File: config.mk
export PLATFORM = sky130hd
export DESIGN_NAME = muldiv_sched_flat
export DESIGN_NICKNAME = d
export VERILOG_FILES = /design/src/rtl/muldiv_sched_if.sv /design/src/rtl/muldiv_sched.sv /design/src/flat_wrapper.sv
export SDC_FILE = /design/constraint.sdc
export NUM_CORES = 1
export LEC_CHECK = 0
export ABC_AREA = 1
export BUFFER_PORTS_ARGS = -buffer_cell sky130_fd_sc_hd__buf_2
export CORE_MARGIN = 2
export CORE_UTILIZATION = 40
export DETAILED_ROUTE_END_ITERATION = 8
export PLACE_DENSITY = 0.75
export SLEW_MARGIN = 25
export SYNTH_ARGS = -nofsm -noshare
export SYNTH_HDL_FRONTEND = slang
export SYNTH_SLANG_ARGS = --single-unit
File: constraint.sdc
create_clock -name clk -period 5.2 [get_ports clk]
set_input_delay 0.26 -clock clk [delete_from_list [all_inputs] [get_ports clk]]
set_output_delay 0.26 -clock clk [all_outputs]
set_load 0.02 [all_outputs]
File: src/rtl/muldiv_sched_if.sv
// Request bus between EX decode and the HI/LO multiply/divide scheduler.
// The master (EX) issues operations; the slave (scheduler) accepts them and returns MF* data.
interface muldiv_sched_if;
    logic        req_valid;
    logic [2:0]  req_op;
    logic [31:0] req_a;
    logic [31:0] req_b;
    logic        req_ready;
    logic [31:0] rd_data;

    modport master (
        output req_valid, req_op, req_a, req_b,
        input  req_ready, rd_data
    );

    modport slave (
        input  req_valid, req_op, req_a, req_b,
        output req_ready, rd_data
    );
endinterface

File: src/rtl/muldiv_sched.sv
// Owns architectural HI/LO and sequences the iterative multiply/divide unit:
// launch, wait for done, local divide-by-zero, flush and hung-unit watchdog.
module muldiv_sched #(
    parameter int TIMEOUT = 64
) (
    input  logic        clk,
    input  logic        rst,
    input  logic        flush,
    muldiv_sched_if.slave req,
    output logic        unit_start,
    output logic        unit_sgn,
    output logic        unit_div,
    output logic [31:0] unit_a,
    output logic [31:0] unit_b,
    output logic        unit_abort,
    input  logic        unit_done,
    input  logic [31:0] unit_hi,
    input  logic [31:0] unit_lo,
    output logic [31:0] hi,
    output logic [31:0] lo,
    output logic        busy,
    output logic        timeout_err
);

    localparam int CW = $clog2(TIMEOUT);
    localparam logic [CW-1:0] CNT_MAX = CW'(TIMEOUT - 1);

    localparam logic [2:0] OP_MTHI = 3'd4;
    localparam logic [2:0] OP_MTLO = 3'd5;
    localparam logic [2:0] OP_MFHI = 3'd6;
    localparam logic [2:0] OP_MFLO = 3'd7;

    typedef enum logic [1:0] {S_IDLE, S_LAUNCH, S_WAIT, S_DZERO} state_t;

    state_t        state_reg, state_next;
    logic [CW-1:0] cnt_reg;

    logic accept;
    logic is_arith;
    logic div_zero;
    logic commit_unit;
    logic commit_dz;
    logic wd_fire;

    // Opcodes 0..3 go to the unit; op[1] selects divide.
    assign accept   = req.req_valid & req.req_ready;
    assign is_arith = ~req.req_op[2];
    assign div_zero = is_arith & req.req_op[1] & (req.req_b == 32'd0);
    assign busy     = (state_reg != S_IDLE);

    always_ff @(posedge clk or posedge rst) begin
        if (rst) begin
            state_reg <= S_IDLE;
        end else begin
            state_reg <= state_next;
        end
    end

    always_comb begin
        state_next    = state_reg;
        req.req_ready = 1'b0;
        req.rd_data   = 32'd0;
        unit_start    = 1'b0;
        unit_abort    = 1'b0;
        commit_unit   = 1'b0;
        commit_dz     = 1'b0;
        wd_fire       = 1'b0;
        case (state_reg)
            S_IDLE: begin
                req.req_ready = ~flush & ~rst;
                if (req.req_valid & ~flush & ~rst) begin
                    if (req.req_op == OP_MFHI) req.rd_data = hi;
                    if (req.req_op == OP_MFLO) req.rd_data = lo;
                    if (is_arith) state_next = div_zero ? S_DZERO : S_LAUNCH;
                end
            end
            S_LAUNCH: begin
                if (flush) begin
                    unit_abort = 1'b1;
                    state_next = S_IDLE;
                end else begin
                    unit_start = 1'b1;
                    state_next = S_WAIT;
                end
            end
            S_WAIT: begin
                // Flush beats a coincident done: the result is dropped.
                if (flush) begin
                    unit_abort = 1'b1;
                    state_next = S_IDLE;
                end else if (unit_done) begin
                    commit_unit = 1'b1;
                    state_next  = S_IDLE;
                end else if (cnt_reg == CNT_MAX) begin
                    unit_abort = 1'b1;
                    wd_fire    = 1'b1;
                    state_next = S_IDLE;
                end
            end
            S_DZERO: begin
                if (flush) begin
                    unit_abort = 1'b1;
                end else begin
                    commit_dz = 1'b1;
                end
                state_next = S_IDLE;
            end
            default: state_next = S_IDLE;
        endcase
    end

    always_ff @(posedge clk or posedge rst) begin
        if (rst) begin
            cnt_reg     <= '0;
            hi          <= 32'd0;
            lo          <= 32'd0;
            unit_a      <= 32'd0;
            unit_b      <= 32'd0;
            unit_sgn    <= 1'b0;
            unit_div    <= 1'b0;
            timeout_err <= 1'b0;
        end else begin
            cnt_reg <= (state_reg == S_WAIT) ? cnt_reg + 1'b1 : '0;
            // Divide-by-zero also latches operand a; DZERO commits it as HI.
            if (accept && is_arith) begin
                unit_a   <= req.req_a;
                unit_b   <= req.req_b;
                unit_sgn <= ~req.req_op[0];
                unit_div <= req.req_op[1];
            end
            if (accept && req.req_op == OP_MTHI) hi <= req.req_a;
            if (accept && req.req_op == OP_MTLO) lo <= req.req_a;
            if (commit_unit) begin
                hi <= unit_hi;
                lo <= unit_lo;
            end
            if (commit_dz) begin
                hi <= unit_a;
                lo <= 32'hFFFF_FFFF;
            end
            if (wd_fire) timeout_err <= 1'b1;
        end
    end

endmodule

File: src/flat_wrapper.sv
// flat-port wrapper written by rule: the top's interface ports become plain ports
module muldiv_sched_flat 
#(
    parameter int TIMEOUT = 64
)
  (clk, rst, flush, unit_start, unit_sgn, unit_div, unit_a, unit_b, unit_abort, unit_done, unit_hi, unit_lo, hi, lo, busy, timeout_err, req_req_valid, req_req_op, req_req_a, req_req_b, req_req_ready, req_rd_data);
  muldiv_sched_if req_i ();
  input  logic clk;
  input  logic rst;
  input  logic flush;
  output logic unit_start;
  output logic unit_sgn;
  output logic unit_div;
  output logic [31:0] unit_a;
  output logic [31:0] unit_b;
  output logic unit_abort;
  input  logic unit_done;
  input  logic [31:0] unit_hi;
  input  logic [31:0] unit_lo;
  output logic [31:0] hi;
  output logic [31:0] lo;
  output logic busy;
  output logic timeout_err;
  input wire logic [$bits(req_i.req_valid)-1:0] req_req_valid;
  input wire logic [$bits(req_i.req_op)-1:0] req_req_op;
  input wire logic [$bits(req_i.req_a)-1:0] req_req_a;
  input wire logic [$bits(req_i.req_b)-1:0] req_req_b;
  output wire logic [$bits(req_i.req_ready)-1:0] req_req_ready;
  output wire logic [$bits(req_i.rd_data)-1:0] req_rd_data;
  assign req_i.req_valid = req_req_valid;
  assign req_i.req_op = req_req_op;
  assign req_i.req_a = req_req_a;
  assign req_i.req_b = req_req_b;
  assign req_req_ready = req_i.req_ready;
  assign req_rd_data = req_i.rd_data;
  muldiv_sched #(.TIMEOUT(TIMEOUT)) u_core (.clk(clk), .rst(rst), .flush(flush), .req(req_i), .unit_start(unit_start), .unit_sgn(unit_sgn), .unit_div(unit_div), .unit_a(unit_a), .unit_b(unit_b), .unit_abort(unit_abort), .unit_done(unit_done), .unit_hi(unit_hi), .unit_lo(unit_lo), .hi(hi), .lo(lo), .busy(busy), .timeout_err(timeout_err));
endmodule
; ---- After elaboration in Yosys (flattened, before gate mapping)
; Index checks and enable logic that the tools add are counted.
[word_totals]
memories = 0
out_inout_bits = 167
elab_cells = 74
ramBits = 0
ff_bits = 139
mem_bits_ro = 0
in_bits = 136
latch_bits = 0
[op_classes]
muxes = 33
n_div = 0
order_cmp = 0
eq_ne = 11
shifts = 0
n_mul = 0
bitwise_logic = 10
n_reduce_logical = 10
n_addsub = 1
[op_table]
columns = op, count
row1 = 32-bit two-way mux, 10
row2 = 32-bit zero test, 1
row3 = 2-bit two-way mux, 7
row4 = 1-bit two-way mux, 13
row5 = "3-bit equality test, second input constant", 4
row6 = 2-bit case mux with 4 select lines, 1
row7 = "6-bit by 1-bit adder with 6-bit output, second input constant", 1
row8 = 1-bit bitwise AND, 6
row9 = "6-bit equality test, second input constant", 1
row10 = 6-bit two-way mux, 1
row11 = 3-bit nonzero test, 2
row12 = "2-bit equality test, second input constant", 2
row13 = "4-bit by 3-bit inequality test with 1-bit output, second input constant", 1
row14 = 1-bit NOT, 4
row15 = 1-bit logical AND, 3
row16 = 3-bit AND reduction, 1
row17 = "2-bit by 1-bit equality test with 1-bit output, second input constant", 1
row18 = 2-bit zero test, 1
row19 = "2-bit by 1-bit inequality test with 1-bit output, second input constant", 1
row20 = "2-bit inequality test, second input constant", 1
row21 = 1-bit case mux with 2 select lines, 1
row22 = 2-bit nonzero test, 1
row23 = 2-bit OR reduction, 1

; ---- Longest topological paths before layout
[depth]
ltp_word = 8
ltp_mapped = 10

; ---- Least setup slack after synthesis
; No wires, ideal clock.
[synth_path]
path_type = input to output
from = input port rst
to = output port req_rd_data[23]
t_arrival_ns = 4.698
slack_ns = 0.242
path_stages = 6
path_cell_list = inv_1 nand2_1 nor2_4 nand2_2 buf_1 a21oi_1
[synth_between]
elab_chain_cells = 4
[synth_lines]
columns = element, line
row1 = "start, declared", flat_wrapper.sv:9  ; input logic rst;
row2 = 1-bit NOT, muldiv_sched.sv:71  ; if (req.req_valid & ~flush & ~rst) begin
row3 = 1-bit bitwise AND, muldiv_sched.sv:71
row4 = 32-bit two-way mux, muldiv_sched.sv:71
row5 = 32-bit two-way mux, muldiv_sched.sv:68  ; case (state_reg)
row6 = "end, declared", flat_wrapper.sv:29  ; output wire logic [$bits(req_i.rd_data)-1:0] req_rd_data;
; Every way passes these cells.

; ---- Final worst setup path
[layout_path]
from = input port rst
to = register u_core.lo[3]
[layout_between]
elab_chain_cells = 6
[layout_lines]
columns = element, line
row1 = 1-bit NOT, muldiv_sched.sv:70  ; req.req_ready = ~flush & ~rst;
row2 = 1-bit bitwise AND, muldiv_sched.sv:70
row3 = 1-bit two-way mux, muldiv_sched.sv:68
row4 = 1-bit bitwise AND, muldiv_sched.sv:46  ; assign accept = req.req_valid & req.req_ready;
row5 = 1-bit logical AND, muldiv_sched.sv:132  ; if (accept && req.req_op == OP_MTLO) lo <= req.req_a;
row6 = 3-bit nonzero test (no source line), -
row7 = "end signal, assigned", muldiv_sched.sv:132
row8 = "end signal, assigned", muldiv_sched.sv:135  ; lo <= unit_lo;
row9 = "end, declared", muldiv_sched.sv:20  ; output logic [31:0] lo,
; Every way passes these cells.
; A chain may end at the register's enable or synchronous reset.

==> summary.md <==
| Metric | Value |
|---|---|
| Drt first-iter violations | `471` |
| H-tree levels | `4` |
| Launch point of the worst reg-to-reg path | `u_core.state_reg[0]` |
| Area Overhead vs Synth | `31.1%` |
| Net Switching | `0.00210 W` |
| Comb power frac | `37.5%` |
| Detail Placement HPWL | `15,900 um` |
| Critical path class | `in2reg` |
| Top-count cell post-synth | `nand2_1` |
| Number of flops mapped to enable cells by yosys | `0` |
| Final Hold Viols | `0` |
| Synth Area in Simple Gates | `39.2%` |
| Place WS | `1470 ps` |
| Layout cells sized above 1 | `30.1%` |
| Syn. warnings | `0` |
| Vias in the first global route | `6,877` |
| CTS Buffer Depth | `2` |
| Seq/Total Area, Yosys | `49.4%` |
| Reg-to-Reg End | `u_core.lo[3]` |
| Row count | `48` |
| Post-Syn Area per Cell | `7.37 um^2` |
| CTS Hold Bufs | `1` |
| Synth Flop Type | `dfrtp_1` |
| XOR/XNOR share of the synthesized area | `0.124%` |
| CTS Buf Count | `17` |
| Worst-Skew Late Latency | `410 ps` |
| Core area | `0.0172 mm^2` |
| FF-to-FF path depth | `9` |
| CTS tree | `built` |
| Leading area contributor after synthesis | `dfrtp_1` |
| Crit Path Max Fanout | `72` |
| Tot GR Track Use | `24.6%` |
| Switching share of total power | `42.2%` |
| Final wirelength | `23,400 um` |
| Hold path cells | `3` |
| Share of the synthesized area in the top cell type | `49.4%` |
| Post-route ant nets | `0` |
| CP arrival | `4170 ps` |
| Fin crit period | `3830 ps` |
| HP Start | `req_req_a[2]` |
| Maximum capacitance violations | `0` |
| CP required | `5540 ps` |
| Post_cts resized | `0` |
| Initial antenna violation count | `0` |
| Routed wire per std cell | `16.0 um` |
| Yosys cell types | `28` |
| Flops & latches, synth | `139` |
| Synth Area in Adders | `0.178%` |
| Crit. End Element | `register` |
| Seq pwr share | `38.0%` |
| N_diodes | `0` |
| Setup TNS | `0 ps` |
| Compound-Gate Fraction of Synth Area | `5.83%` |
| Worst Hold End | `u_core.unit_a[2]` |
| Max Clock Freq | `0.261 GHz` |
| Worst VDD drop | `0.267 mV` |
| Clock skew | `7.69 ps` |
| Die span in x | `137 um` |
| CTS root buffer | `clkbuf_16` |
| Drt pass-1 iters | `7` |
| Final net count | `1,364` |
| DIE AREA | `0.0187 mm^2` |
| Postcts setup bufs | `0` |
| Mux contribution to synthesized area | `0%` |
| Vias per inst | `5.08` |
| Drt drc | `0` |
| Commonest cells post-synth | `nand2_1, dfrtp_1, nand3_1` |
| Synth top area cells | `dfrtp_1, nand2_1, nand3_1, a21oi_1, nor2_1` |
| Clk sinks | `139` |
| P per Cell Area | `540 mW/mm^2` |
| P_leak | `5.12 nW` |
| Max Slew Vio Count | `0` |
| Status | `completed` |
| Combinational family with the most area after synthesis | `simple AND/OR/NAND/NOR gates` |
| Worst-Margin Slew | `1000 ps` |
| Syn_nets | `1,092` |
| Cells after Synth | `955` |
| Max_slew headroom | `32.9%` |
| Int Power | `0.00288 W` |
| Period utilization | `73.7%` |
| Global-route wire length before repair | `35,700 um` |
| GRT overflow | `0` |
| Number of I/O pins | `303` |
| Worst-path clk slew | `60 ps` |
| CP startpoint kind | `input pin` |
| R2R Setup Slk | `2000 ps` |
| Setup violators final | `0` |
| Clk network pwr share | `24.4%` |
| Min-delay worst type | `in2reg` |
| RSZ-0062 raised after global routing | `no` |
| IO Port Bufs | `302` |
| Total number of vias | `7,449` |
| Die height | `137 um` |
| FILL cells | `1,688` |
| Final setup margin | `1370 ps` |
| Synthesized area | `0.00704 mm^2` |
| Ys async rst share | `100%` |
| Initial Utilization | `40.9%` |
| GPL Wtd Cong | `0.869` |
| Largest net degree at the start of global routing | `73` |
how the worst max path moves through the flow:
| stage | startpoint | depth (start not counted) | endpoint |
|---|---|---|---|
| global route | rst | 11 | u_core.lo[22] |
| global placement | rst | 10 | u_core.lo[31] |
| CTS | rst | 11 | u_core.lo[7] |
| floorplan | rst | 6 | req_rd_data[23] |
| detailed placement | rst | 10 | u_core.lo[7] |
| finish | rst | 11 | u_core.lo[3] |
routing by layer:
layer | global-route usage [%] | share of wire [%]
met1 | 31.8 | 42
met2 | 40.4 | 48
met3 | 5.70 | 8.5
met4 | 8.97 | 2.2
met5 | 0 | 0
through the flow:
step / util [%] / total power [W] / instance area [um^2] / hold WS [ps] / std cells
2_1_floorplan: - / 0.00301 / 7040 / 367 / 955
3_3_place_gp: 50.0 / 0.00374 / 8620 / 400 / 1432
3_5_place_dp: 50.1 / 0.00378 / 8630 / 397 / 1432
4_1_cts: 53.6 / 0.00501 / 9230 / 40.4 / 1465
5_1_grt: 53.6 / 0.00528 / 9230 / 50.5 / 1465
6_report: 53.6 / 0.00498 / 9230 / 58.2 / 1465
final cells by class:
class	count	area, um^2	area share (%)
sequential	139	3480	37.7
inverter	20	82.6	0.894
timing repair buffer	311	1580	17.1
tap	225	282	3.05
clock inverter	12	138	1.49
clock buffer	20	457	4.95
multi-input combinational	738	3210	34.8
critical path, stage by stage:
cell           delay (ps)
dlygate4sd3_1         530
buf_2                 140
inv_6                 440
nand2_1               220
nor2_4                180
nand2_2               480
inv_2                 170
nand3_2               620
nand2_2               850
nand2_1               130
nand2_1                90
power groups by stage:
stage	Sequential, W	Combinational (W)	Clock, W
CTS	0.00189	0.00189	0.00124
floorplan	0.00237	0.000640	0
detailed placement	0.00190	0.00188	0
global placement	0.00190	0.00184	0
global route	0.00195	0.00205	0.00128
finish	0.00190	0.00187	0.00122
placed cells by master (no fill, tap or decap), types with 2 or more instances in the layout:
| cell type | count |
|---|---|
| buf_4 | 8 |
| nor2_1 | 45 |
| nor3_4 | 2 |
| clkbuf_8 | 2 |
| a21oi_1 | 52 |
| bufinv_16 | 2 |
| inv_1 | 12 |
| clkbuf_16 | 17 |
| nand2_1 | 465 |
| clkinvlp_4 | 5 |
| nand2_2 | 3 |
| a22oi_1 | 15 |
| dfrtp_1 | 139 |
| or2_2 | 11 |
| nor2_4 | 4 |
| or2_1 | 9 |
| inv_2 | 6 |
| nand4_1 | 2 |
| nor2_2 | 2 |
| buf_2 | 302 |
| inv_6 | 4 |
| nand3_1 | 106 |
| o21ai_0 | 6 |
| or2_0 | 11 |
cell families after synthesis:
| logic type | Yosys count |
|---|---|
| compound gates | 74 |
| buf+inv | 78 |
| flops | 139 |
| xor+xnor | 1 |
| fa+ha+maj | 1 |
| simple gates | 662 |
No activity file was read; power rests on OpenSTA's default activity.
